==> src/rtl/addsub_seq_ctrl.sv <==
// Nibble-serial add/sub sequencer: one 4-bit slice reused across WIDTH/4 passes.
// Optional signed-overflow output is enabled by defining OVF_DETECT_EN.
module addsub_seq_ctrl #(
    parameter int WIDTH = 16
) (
    input  logic             clk,
    input  logic             rst,
    input  logic             start,
    input  logic             sub,
    input  logic             ci,
    input  logic [WIDTH-1:0] a,
    input  logic [WIDTH-1:0] b,
    output logic             busy,
    output logic             done,
    output logic [WIDTH-1:0] s,
    output logic             co,
    output logic             ovf
);

    localparam int NIB = WIDTH / 4;
    localparam int CW  = (NIB > 1) ? $clog2(NIB) : 1;
    localparam logic [CW-1:0] LAST = CW'(NIB - 1);

    typedef enum logic [1:0] {
        IDLE,
        RUN,
        DONE
    } state_t;

    state_t           state_q, state_d;
    logic [CW-1:0]    cnt_q, cnt_d;
    logic [WIDTH-1:0] a_q, a_d;
    logic [WIDTH-1:0] b_q, b_d;
    logic [WIDTH-1:0] res_q, res_d;
    logic [WIDTH-1:0] s_q, s_d;
    logic             sub_q, sub_d;
    logic             carry_q, carry_d;
    logic             co_q, co_d;
    logic [3:0]       bn;
    logic [4:0]       slice;

    // Operands shift right each pass, so the slice always reads the low nibble.
    assign bn    = b_q[3:0] ^ {4{sub_q}};
    assign slice = {1'b0, a_q[3:0]} + {1'b0, bn} + {4'b0, carry_q};

`ifdef OVF_DETECT_EN
    logic ovf_q, ovf_d;
    logic c3;
    assign c3 = a_q[3] ^ bn[3] ^ slice[3];
`endif

    always_comb begin
        state_d = state_q;
        cnt_d   = cnt_q;
        a_d     = a_q;
        b_d     = b_q;
        res_d   = res_q;
        s_d     = s_q;
        sub_d   = sub_q;
        carry_d = carry_q;
        co_d    = co_q;
`ifdef OVF_DETECT_EN
        ovf_d   = ovf_q;
`endif
        unique case (state_q)
            IDLE: begin
                if (start) state_d = RUN;
            end
            RUN: begin
                cnt_d   = cnt_q + CW'(1);
                a_d     = a_q >> 4;
                b_d     = b_q >> 4;
                res_d   = (res_q >> 4) | (WIDTH'(slice[3:0]) << (WIDTH - 4));
                carry_d = slice[4];
                if (cnt_q == LAST) begin
                    state_d = DONE;
                    s_d     = res_d;
                    co_d    = slice[4];
`ifdef OVF_DETECT_EN
                    ovf_d   = c3 ^ slice[4];
`endif
                end
            end
            DONE: begin
                state_d = start ? RUN : IDLE;
            end
            default: state_d = IDLE;
        endcase
        // Nibble-0 carry-in is preloaded so every pass uses the carry register.
        if (start && state_q != RUN) begin
            a_d     = a;
            b_d     = b;
            sub_d   = sub;
            carry_d = ci ^ sub;
            cnt_d   = '0;
        end
    end

    always_ff @(posedge clk) begin
        if (rst) begin
            state_q <= IDLE;
            cnt_q   <= '0;
            a_q     <= '0;
            b_q     <= '0;
            res_q   <= '0;
            s_q     <= '0;
            sub_q   <= 1'b0;
            carry_q <= 1'b0;
            co_q    <= 1'b0;
        end else begin
            state_q <= state_d;
            cnt_q   <= cnt_d;
            a_q     <= a_d;
            b_q     <= b_d;
            res_q   <= res_d;
            s_q     <= s_d;
            sub_q   <= sub_d;
            carry_q <= carry_d;
            co_q    <= co_d;
        end
    end

`ifdef OVF_DETECT_EN
    always_ff @(posedge clk) begin
        if (rst) ovf_q <= 1'b0;
        else     ovf_q <= ovf_d;
    end
    assign ovf = ovf_q;
`else
    assign ovf = 1'b0;
`endif

    assign busy = (state_q == RUN);
    assign done = (state_q == DONE);
    assign s    = s_q;
    assign co   = co_q;

endmodule

==> config.mk <==
export PLATFORM = sky130hd
export DESIGN_NAME = addsub_seq_ctrl
export DESIGN_NICKNAME = d
export VERILOG_FILES = /design/src/rtl/addsub_seq_ctrl.sv
export SDC_FILE = /design/constraint.sdc
export NUM_CORES = 1
export LEC_CHECK = 0
export ABC_AREA = 1
export BUFFER_PORTS_ARGS = -buffer_cell sky130_fd_sc_hd__buf_2
export CORE_MARGIN = 4
export CORE_UTILIZATION = 50
export CTS_CLUSTER_SIZE = 10
export DETAILED_ROUTE_END_ITERATION = 8
export GPL_TIMING_DRIVEN = 0
export PLACE_DENSITY = 0.7
export SLEW_MARGIN = 20
export SYNTH_ARGS = -nofsm -noshare
export SYNTH_HDL_FRONTEND = slang
export SYNTH_SLANG_ARGS = --single-unit
==> constraint.sdc <==
create_clock -name clk -period 3.08 [get_ports clk]
set_input_delay 0.616 -clock clk [delete_from_list [all_inputs] [get_ports clk]]
set_output_delay 0.616 -clock clk [all_outputs]
set_load 0.05 [all_outputs]
# [Word-level counts from Yosys, hierarchy flattened]
# Cells that the tools add are included.
# Widths: inputs -> output; s select.
[word_totals] register_bits=71 input_bits=37 output_inout_bits=20 word_cells=37
[op_classes] add_sub_neg=3 n_eq_ne=6 muxes=10 bitwise_logic=3 n_reduce_logical=6
[op_table] cell="$mux 16" count=4
[op_table] cell="$or 12x16->16" count=1
[op_table] cell="$pmux 2 s3" count=1
[op_table] cell="$add 4x4->5" count=1
[op_table] cell="$add 5x1->5" count=1
[op_table] cell="$eq 2x2->1 const B" count=2
[op_table] cell="$mux 2" count=2
[op_table] cell="$ne 2x1->1 const B" count=2
[op_table] cell="$reduce_and 2->1" count=2
[op_table] cell="$xor 4x4->4" count=1
[op_table] cell="$mux 1" count=3
[op_table] cell="$add 2x1->2 const B" count=1
[op_table] cell="$eq 2x1->1 const B" count=1
[op_table] cell="$logic_not 2->1" count=1
[op_table] cell="$ne 2x2->1 const B" count=1
[op_table] cell="$reduce_bool 2->1" count=1
[op_table] cell="$reduce_or 2->1" count=1
[op_table] cell="$logic_and 1x1->1" count=1
[op_table] cell="$xor 1x1->1" count=1

# [Depth between registers and ports, before layout]
# Gate-level depths: netlist of run 1.
[depth] ltp_word=5 depth_mapped=11 mapped_depth_nobuf=10

# [Worst setup path after synthesis of run 1]
# Ideal clock, no wire load.
[synth_path] kind="flip-flop to flip-flop" startpoint="register sub_q" endpoint="register carry_q" setup_time_ps=128 arrival_ps=1678 required_ps=2952 slack_ps=1275 stages_incl_launch_ff=12 path_buffers=1 synth_period_minus_slack_ps=1805 cell_sequence="dfxtp_1 > clkbuf_1 > xnor2_1 > fa_1 > inv_1 > fa_1 > nand2_1 > nor2_1 > nor2_1 > nor2_1 > nor2_1 > nor2_1"
[synth_via] elab_chain_cells=5
[synth_rtl] item="start: declaration" line_no="36" text="logic sub_q, sub_d;"
[synth_rtl] item="start signal: assignment" line_no="117" text="sub_q <= sub_d;"
[synth_rtl] item="$xor 4x4->4" line_no="43" text="assign bn = b_q[3:0] ^ {4{sub_q}};"
[synth_rtl] item="$add 4x4->5" line_no="44" text="assign slice = {1'b0, a_q[3:0]} + {1'b0, bn} + {4'b0, carry_q};"
[synth_rtl] item="$add 5x1->5" line_no="44"
[synth_rtl] item="$mux 1" line_no="65" text="unique case (state_q)"
[synth_rtl] item="$mux 1" line_no="90" text="if (start && state_q != RUN) begin"
[synth_rtl] item="end signal: assignment" line_no="118" text="carry_q <= carry_d;"
[synth_rtl] item="end: declaration" line_no="37" text="logic carry_q, carry_d;"
# No other way between the ends. The select of a mux whose other input is x is not followed.
# A chain may end at the register's enable or synchronous reset.

# [Final worst setup path of run 1]
[layout_path] startpoint="register state_q[0]" endpoint="output busy"
[layout_via] elab_chain_cells=1
[layout_rtl] item="start: declaration" line_no="30" text="state_t state_q, state_d;"
[layout_rtl] item="start signal: assignment" line_no="111" text="state_q <= state_d;"
[layout_rtl] item="$eq 2x1->1" line_no="133" text="assign busy = (state_q == RUN);"
[layout_rtl] item="end: declaration" line_no="13" text="output logic busy,"
# No other way between the ends.

==> results.toml, run 1 <==
[clock_tree]
cts.repair_timing.setup_buffer_count = 0
post_cts_hold_buffer_count = 0
cts_root_buf = "sky130_fd_sc_hd__clkbuf_8"
clock_transition_at_the_registers_of_the_reported_paths_ps = 70
cts.sink_count = 67
clock_insertion_delay_worst_skew_ps = 340
cts_inserted_buffers = 9
clock_buffer_depth = 2
cts.htree.levels = 3
cts_resized = 0
cts_tree = "built"

[yosys]
synth_enable_flop_cells = 0
synth_area_per_cell_um2 = 7.24
synth_async_sr_flop_share_pct = 0
post_synth_fa_ha_maj_area_fraction_pct = 3.08
synthCells = 404
synth.distinct_cells = 27
compound_cell_area_share_of_the_yosys_netlist_pct = 8.47
synthesis.yosys.warnings = 0
synth.mux.area_fraction_pct = 0
dominantRegCellSynth = "sky130_fd_sc_hd__dfxtp_1"
synth_xor_area_share_pct = 1.80
synth_top_family_by_area = "simple AND/OR/NAND/NOR gates"
mappedNetlistNets = 447
ys_seq_elements = 67
synth_simple_gate_area_share_pct = 30.4
ys_seq_area_share_pct = 45.8
post_synth_instance_area_um2 = 2930

[sta]
clock-skew-final_ps = 15.2
hold_violations = 0
slew_violations = 0
fin_crit_sh_pct = 72.3
setup_total_negative_slack_ps = 0
timing.final.crit_period_ps = 2230
max_freq_mhz = 449
rsz0062_at_grt = "false"
setup_viol = 0

[grt]
grt.total_usage_pct = 19.7
grt_most_used_layer = "met2"
grtUsageMet2_pct = 34.2
grt_start_max_net_pins = 12
grt_overflow = 0
antenna_found_initial = 0
first_pass_grt_wire_length_um = 11100
grt_pass1_vias = 2492
grtUsageMet3_pct = 4.42
groute.layer.met1.usage_pct = 22.4

[final_layout]
most_frequent_standard_cell_in_the_layout_excluding_fill_and_tap_cells = "sky130_fd_sc_hd__nand2_1"
finalNetCount = 512
fraction_of_final_layout_cells_with_drive_strength_greater_than_1_pct = 19.8
fillers = 540
finalNonFillerCells = 546
finalCoreUtilization_pct = 62.7
antenna_cells_inserted = 0
synthToLayoutAreaGrowth_pct = 20.1
most-common-layout-cells = "135 x sky130_fd_sc_hd__nand2_1, 67 x sky130_fd_sc_hd__dfxtp_1, 61 x sky130_fd_sc_hd__buf_2"

[routing]
wirelength_um = 6680
drt-initial-drc-count = 89
num_vias = 2628
initial_drt_pass_iterations = 4
avgViaCountPerCell = 4.81
final_antenna_net_count = 0
detail_route.wl_per_cell_um = 12.2
final_routed_drc_violation_total = 0

[critical_path]
worstSetupStartpointType = "flip-flop"
critPathTopFamily = "buffers and inverters"
crit_chain = "inv_2 > nor2_8 > buf_2 > buf_2"
timing.critical_path.required_ps = 2460
cp_max_fo = 10
critical_path_class = "reg -> out"
critPathArrivalTime_ps = 1610
critPathMostFrequentCell = "sky130_fd_sc_hd__buf_2"
cell_at_the_slowest_stage_of_the_critical_path = "sky130_fd_sc_hd__dfxtp_1"
critPathMaxStageDelay_ps = 380
critical_path.endpoint_type = "output port"
crit_buf_inv = 3
r2r-start = "sub_q"
cp-startpoint = "state_q[0]"

[floorplan]
die-area_um2 = 7140
floorplan.io_pins = 57
floorplan.die.height_um = 84.5
die_w_um = 84.5
row_count = 27
initial_utilization_pct = 52.2
core_area_um2 = 5610

[power]
total_leakage_power_nw = 1.86
peakVddDrop_uv = 356
seqPwrFrac_pct = 46.6
netSwitchingFraction_pct = 25.1
pwr-share-comb_pct = 12.7
intPower_mw = 1.51
switching_component_of_the_power_mw = 0.504
power_per_cell_area_nw_per_um2 = 572
pwr-share-clk_pct = 40.7

[min_path]
hold_class = "reg -> reg"
worst_hold_startpoint = "a_q[15]"

[run_status]
status = "complete, no violations"

[placed_design]
placed_cells_incl_taps = 530
placement.io_buffers = 54
globalplace.congestion = 0.835
place.detailed.hpwl_um = 4980

[flow_run]
drv.max_cap_violation_count = 0
-- through the flow --
| stage | hold slack [ps] | setup WS (ps) | power (mW) | instance area, um2 |
|---|---|---|---|---|
| CTS | 464 | 832 | 2.03 | 3510 |
| floorplan | 430 | 1270 | 1.13 | 2930 |
| finish | 463 | 855 | 2.01 | 3510 |
| global route | 488 | 754 | 2.10 | 3510 |
| global placement | 450 | 1090 | 1.20 | 3290 |
| detailed placement | 452 | 1010 | 1.21 | 3290 |
-- cells by family (layout without fill, tap and decap cells) --
family / after synthesis / after routing
fa+ha+maj: 6 / 6
xor+xnor: 6 / 6
compound gates: 46 / 46
other cells: 1 / 1
buf+inv: 66 / 136
simple gates: 212 / 212
flops: 67 / 67
-- cell type report --
type | count | area [um2] | area share [%]
clock inverter | 5 | 75.1 | 2.14
timing repair buffer | 54 | 270 | 7.69
multi-input combinational | 271 | 1280 | 36.5
sequential | 67 | 1340 | 38.2
buffer | 22 | 136 | 3.88
tap | 72 | 90.1 | 2.56
inverter | 44 | 165 | 4.70
clock buffer | 11 | 151 | 4.31
-- layer usage --
layer | share of wire [%] | wire [um]
met5 | 0 | 0
met4 | 2.0 | 137
met3 | 5.6 | 371
met2 | 49 | 3250
met1 | 44 | 2930
-- synthesized netlist by cell type, types with 4 or more instances --
cell type,n,area share [%]
sky130_fd_sc_hd__nand2_1,135,17
sky130_fd_sc_hd__buf_1,4,0.51
sky130_fd_sc_hd__nand3_1,36,6.2
sky130_fd_sc_hd__xor2_1,4,1.2
sky130_fd_sc_hd__dfxtp_1,67,46
sky130_fd_sc_hd__ha_1,4,1.7
sky130_fd_sc_hd__a21oi_1,18,3.1
sky130_fd_sc_hd__buf_2,7,1.2
sky130_fd_sc_hd__o21ai_0,22,3.8
sky130_fd_sc_hd__inv_1,43,5.5
sky130_fd_sc_hd__nor2_1,34,4.4
sky130_fd_sc_hd__buf_4,6,1.5
-- state kept, by name, summed over array words and instances (netlist names) --
signal,cells
b_q,16
co,1
cnt_q,2
a_q,16
state_q,2
sub_q,1
carry_q,1
s,16
res_q,12
-- power groups by stage --
stage | Combinational (mW) | Sequential [mW] | Clock [mW]
finish | 0.255 | 0.936 | 0.819
global route | 0.289 | 0.941 | 0.870
CTS | 0.258 | 0.936 | 0.834
detailed placement | 0.255 | 0.955 | 0
global placement | 0.249 | 0.954 | 0
floorplan | 0.183 | 0.949 | 0
-- worst register-to-register path, stage by stage (launching register included) --
cell and delay (ps):
sky130_fd_sc_hd__dfxtp_1 310, sky130_fd_sc_hd__clkbuf_1 260, sky130_fd_sc_hd__xnor2_1 190, sky130_fd_sc_hd__fa_1 220, sky130_fd_sc_hd__inv_1 80, sky130_fd_sc_hd__fa_1 400, sky130_fd_sc_hd__nand2_1 90, sky130_fd_sc_hd__nor2_1 40
sky130_fd_sc_hd__nor2_1 160, sky130_fd_sc_hd__nor2_1 60, sky130_fd_sc_hd__nor2_1 100, sky130_fd_sc_hd__nor2_1 50
-- worst paths after layout --
check             to  slack [ps]  depth (start not counted)
min          a_q[15]         460                          2
min reg2reg  a_q[15]         460                          2
max reg2reg  carry_q         990                         11
max             busy         850                          4
Note: power is estimated with default switching activity, not from simulation.
==> inputs of run 2 (changes only) <==
CORE_UTILIZATION = 49   (was 50)
PLACE_DENSITY = 0.72   (was 0.7)
clock period = 2 ns   (was 3.08 ns; I/O delays follow)
==> run 2 against run 1 <==
Compared with the run above:
- sequential power rose by 55%
- combinational power is 51% higher
- setup slack worse by 680 ps
- design area is 0.43% lower
- critical path depth rose by 6
- clock skew down 5.1 ps
- die area increased by 1.8%
- first-iteration DRC count is 10% higher
- critical path type is now reg -> reg
- largest power group unchanged
==> results.toml, run 2 (synthesis results as in run 1) <==
[power]
peakVddDrop_uv = 445
netSwitchingFraction_pct = 25.6
intPower_mw = 2.25
pnr_total_power_mw = 3.03
seqPwrFrac_pct = 47.7
switching_component_of_the_power_mw = 0.776
pwr-share-clk_pct = 39.6
pwr-share-comb_pct = 12.7
total_leakage_power_nw = 1.84
power_per_cell_area_nw_per_um2 = 866

[critical_path]
timing.critical_path.required_ps = 2220
critPathArrivalTime_ps = 2040
setup.reg_to_reg.worst_slack_ps = 170
cell_at_the_slowest_stage_of_the_critical_path = "sky130_fd_sc_hd__dfxtp_2"
critical_path.endpoint_type = "flip-flop"
worstSetupStartpointType = "flip-flop"
cp_max_fo = 5
crit_chain = "xnor2_2 > fa_1 > inv_1 > fa_1 > nand2_1 > nor2_1 > nor2_1 > nor2_1 > nor2_1 > nor2_1"
critical_path_class = "reg -> reg"
critPathMostFrequentCell = "sky130_fd_sc_hd__nor2_1"
critPathMaxStageDelay_ps = 420

[floorplan]
floorplan.die.height_um = 85.3
die-area_um2 = 7270
initial_utilization_pct = 51.9
core_area_um2 = 5640
floorplan.io_pins = 57
die_w_um = 85.3
row_count = 27

[sta]
slew_violations = 0
fin_crit_sh_pct = 91.3
timing.hold.ws_ps = 303
timing.final.crit_period_ps = 1830
clock-skew-final_ps = 10.1
max_freq_mhz = 547
setup_viol = 0
hold_violations = 0
rsz0062_at_grt = "false"
setup_slack_ps = 173

[routing]
detail_route.wl_per_cell_um = 12.0
final_routed_drc_violation_total = 0
avgViaCountPerCell = 4.79
num_vias = 2605
final_antenna_net_count = 0
drt-initial-drc-count = 98
wirelength_um = 6540
initial_drt_pass_iterations = 4

[clock_tree]
cts.repair_timing.setup_buffer_count = 0
cts_root_buf = "sky130_fd_sc_hd__clkbuf_8"
clock_buffer_depth = 2
cts.sink_count = 67
clock_transition_at_the_registers_of_the_reported_paths_ps = 70
clock_insertion_delay_worst_skew_ps = 350
cts_inserted_buffers = 9
cts.htree.levels = 3
cts_tree = "built"

[final_layout]
fillers = 528
finalCoreUtilization_pct = 62.0
area.sequential_um2 = 1340
fraction_of_final_layout_cells_with_drive_strength_greater_than_1_pct = 19.7
synthToLayoutAreaGrowth_pct = 19.5
most-common-layout-cells = "135 x sky130_fd_sc_hd__nand2_1, 66 x sky130_fd_sc_hd__dfxtp_1, 59 x sky130_fd_sc_hd__buf_2"
most_frequent_standard_cell_in_the_layout_excluding_fill_and_tap_cells = "sky130_fd_sc_hd__nand2_1"
antenna_cells_inserted = 0
multiInputGateArea_um2 = 1290
finalNetCount = 510
finished_layout_cell_area_um2 = 3500

[grt]
grtUsageMet3_pct = 4.08
grt_start_max_net_pins = 12
first_pass_grt_wire_length_um = 11100
grtUsageMet2_pct = 34.0
grt_pass1_vias = 2479
antenna_found_initial = 0
groute.layer.met1.usage_pct = 21.7
grt_overflow = 0
grt.total_usage_pct = 19.1
grt_most_used_layer = "met2"

[run_status]
status = "complete, no violations"

[placed_design]
placement.cell_area_um2 = 3290
globalplace.congestion = 0.824
place.detailed.hpwl_um = 4820
placement.io_buffers = 54
pre_cts_slack_ps = -105

[flow_run]
drv.max_cap_violation_count = 0

[min_path]
hold_class = "in -> reg"
run 2: worst max-delay path, delay by kind of cell (launching register included):
family	cells	cell delay (ps)
fa+ha+maj	2	600
simple gates	6	470
flops	1	420
xor+xnor	1	140
buf+inv	1	70
run 2: metal layers:
layer,share of wire [%],vias to the layer above
met5,0,-
met4,1.9,0
met3,6.5,12
met2,47,64
met1,44,1156
li1,-,1373
run 2: cell type report:
type                            count  share of cell area (%)
Buffer                             20                    3.65
Sequential cell                    67                    38.4
Clock inverter                      5                    2.22
Inverter                           44                    4.72
Timing Repair Buffer               54                    7.80
Tap cell                           72                    2.58
Clock buffer                       11                    3.76
Multi-Input combinational cell    271                    36.9
run 2: power by group through the flow:
stage / combinational [mW] / clock, mW / sequential [mW]
6_report: 0.384 / 1.20 / 1.45
3_5_place_dp: 0.390 / 0 / 1.47
5_1_grt: 0.441 / 1.28 / 1.45
4_1_cts: 0.389 / 1.22 / 1.44
3_3_place_gp: 0.381 / 0 / 1.47
2_1_floorplan: 0.282 / 0 / 1.46
run 2: through the flow:
step | instances | TNS (ps)
after CTS | 545 | 0
after global placement | 530 | -141
after detailed placement | 530 | -262
after global routing | 544 | 0
final | 544 | 0
after floorplan | 404 | 0
run 2: worst paths after layout:
kind,start,to,depth (start not counted)
hold / removal,a[13],a_q[13],3
setup reg to reg,sub_q,carry_q,10
hold reg to reg,a_q[15],a_q[15],2
setup / recovery,sub_q,carry_q,10
run 2: what timing repair did:
item | in CTS | in global routing
resized for setup | 1 | 2
hold buffers | 0 | 0
gates cloned | 0 | 0
setup endpoints to repair | 5 | 4
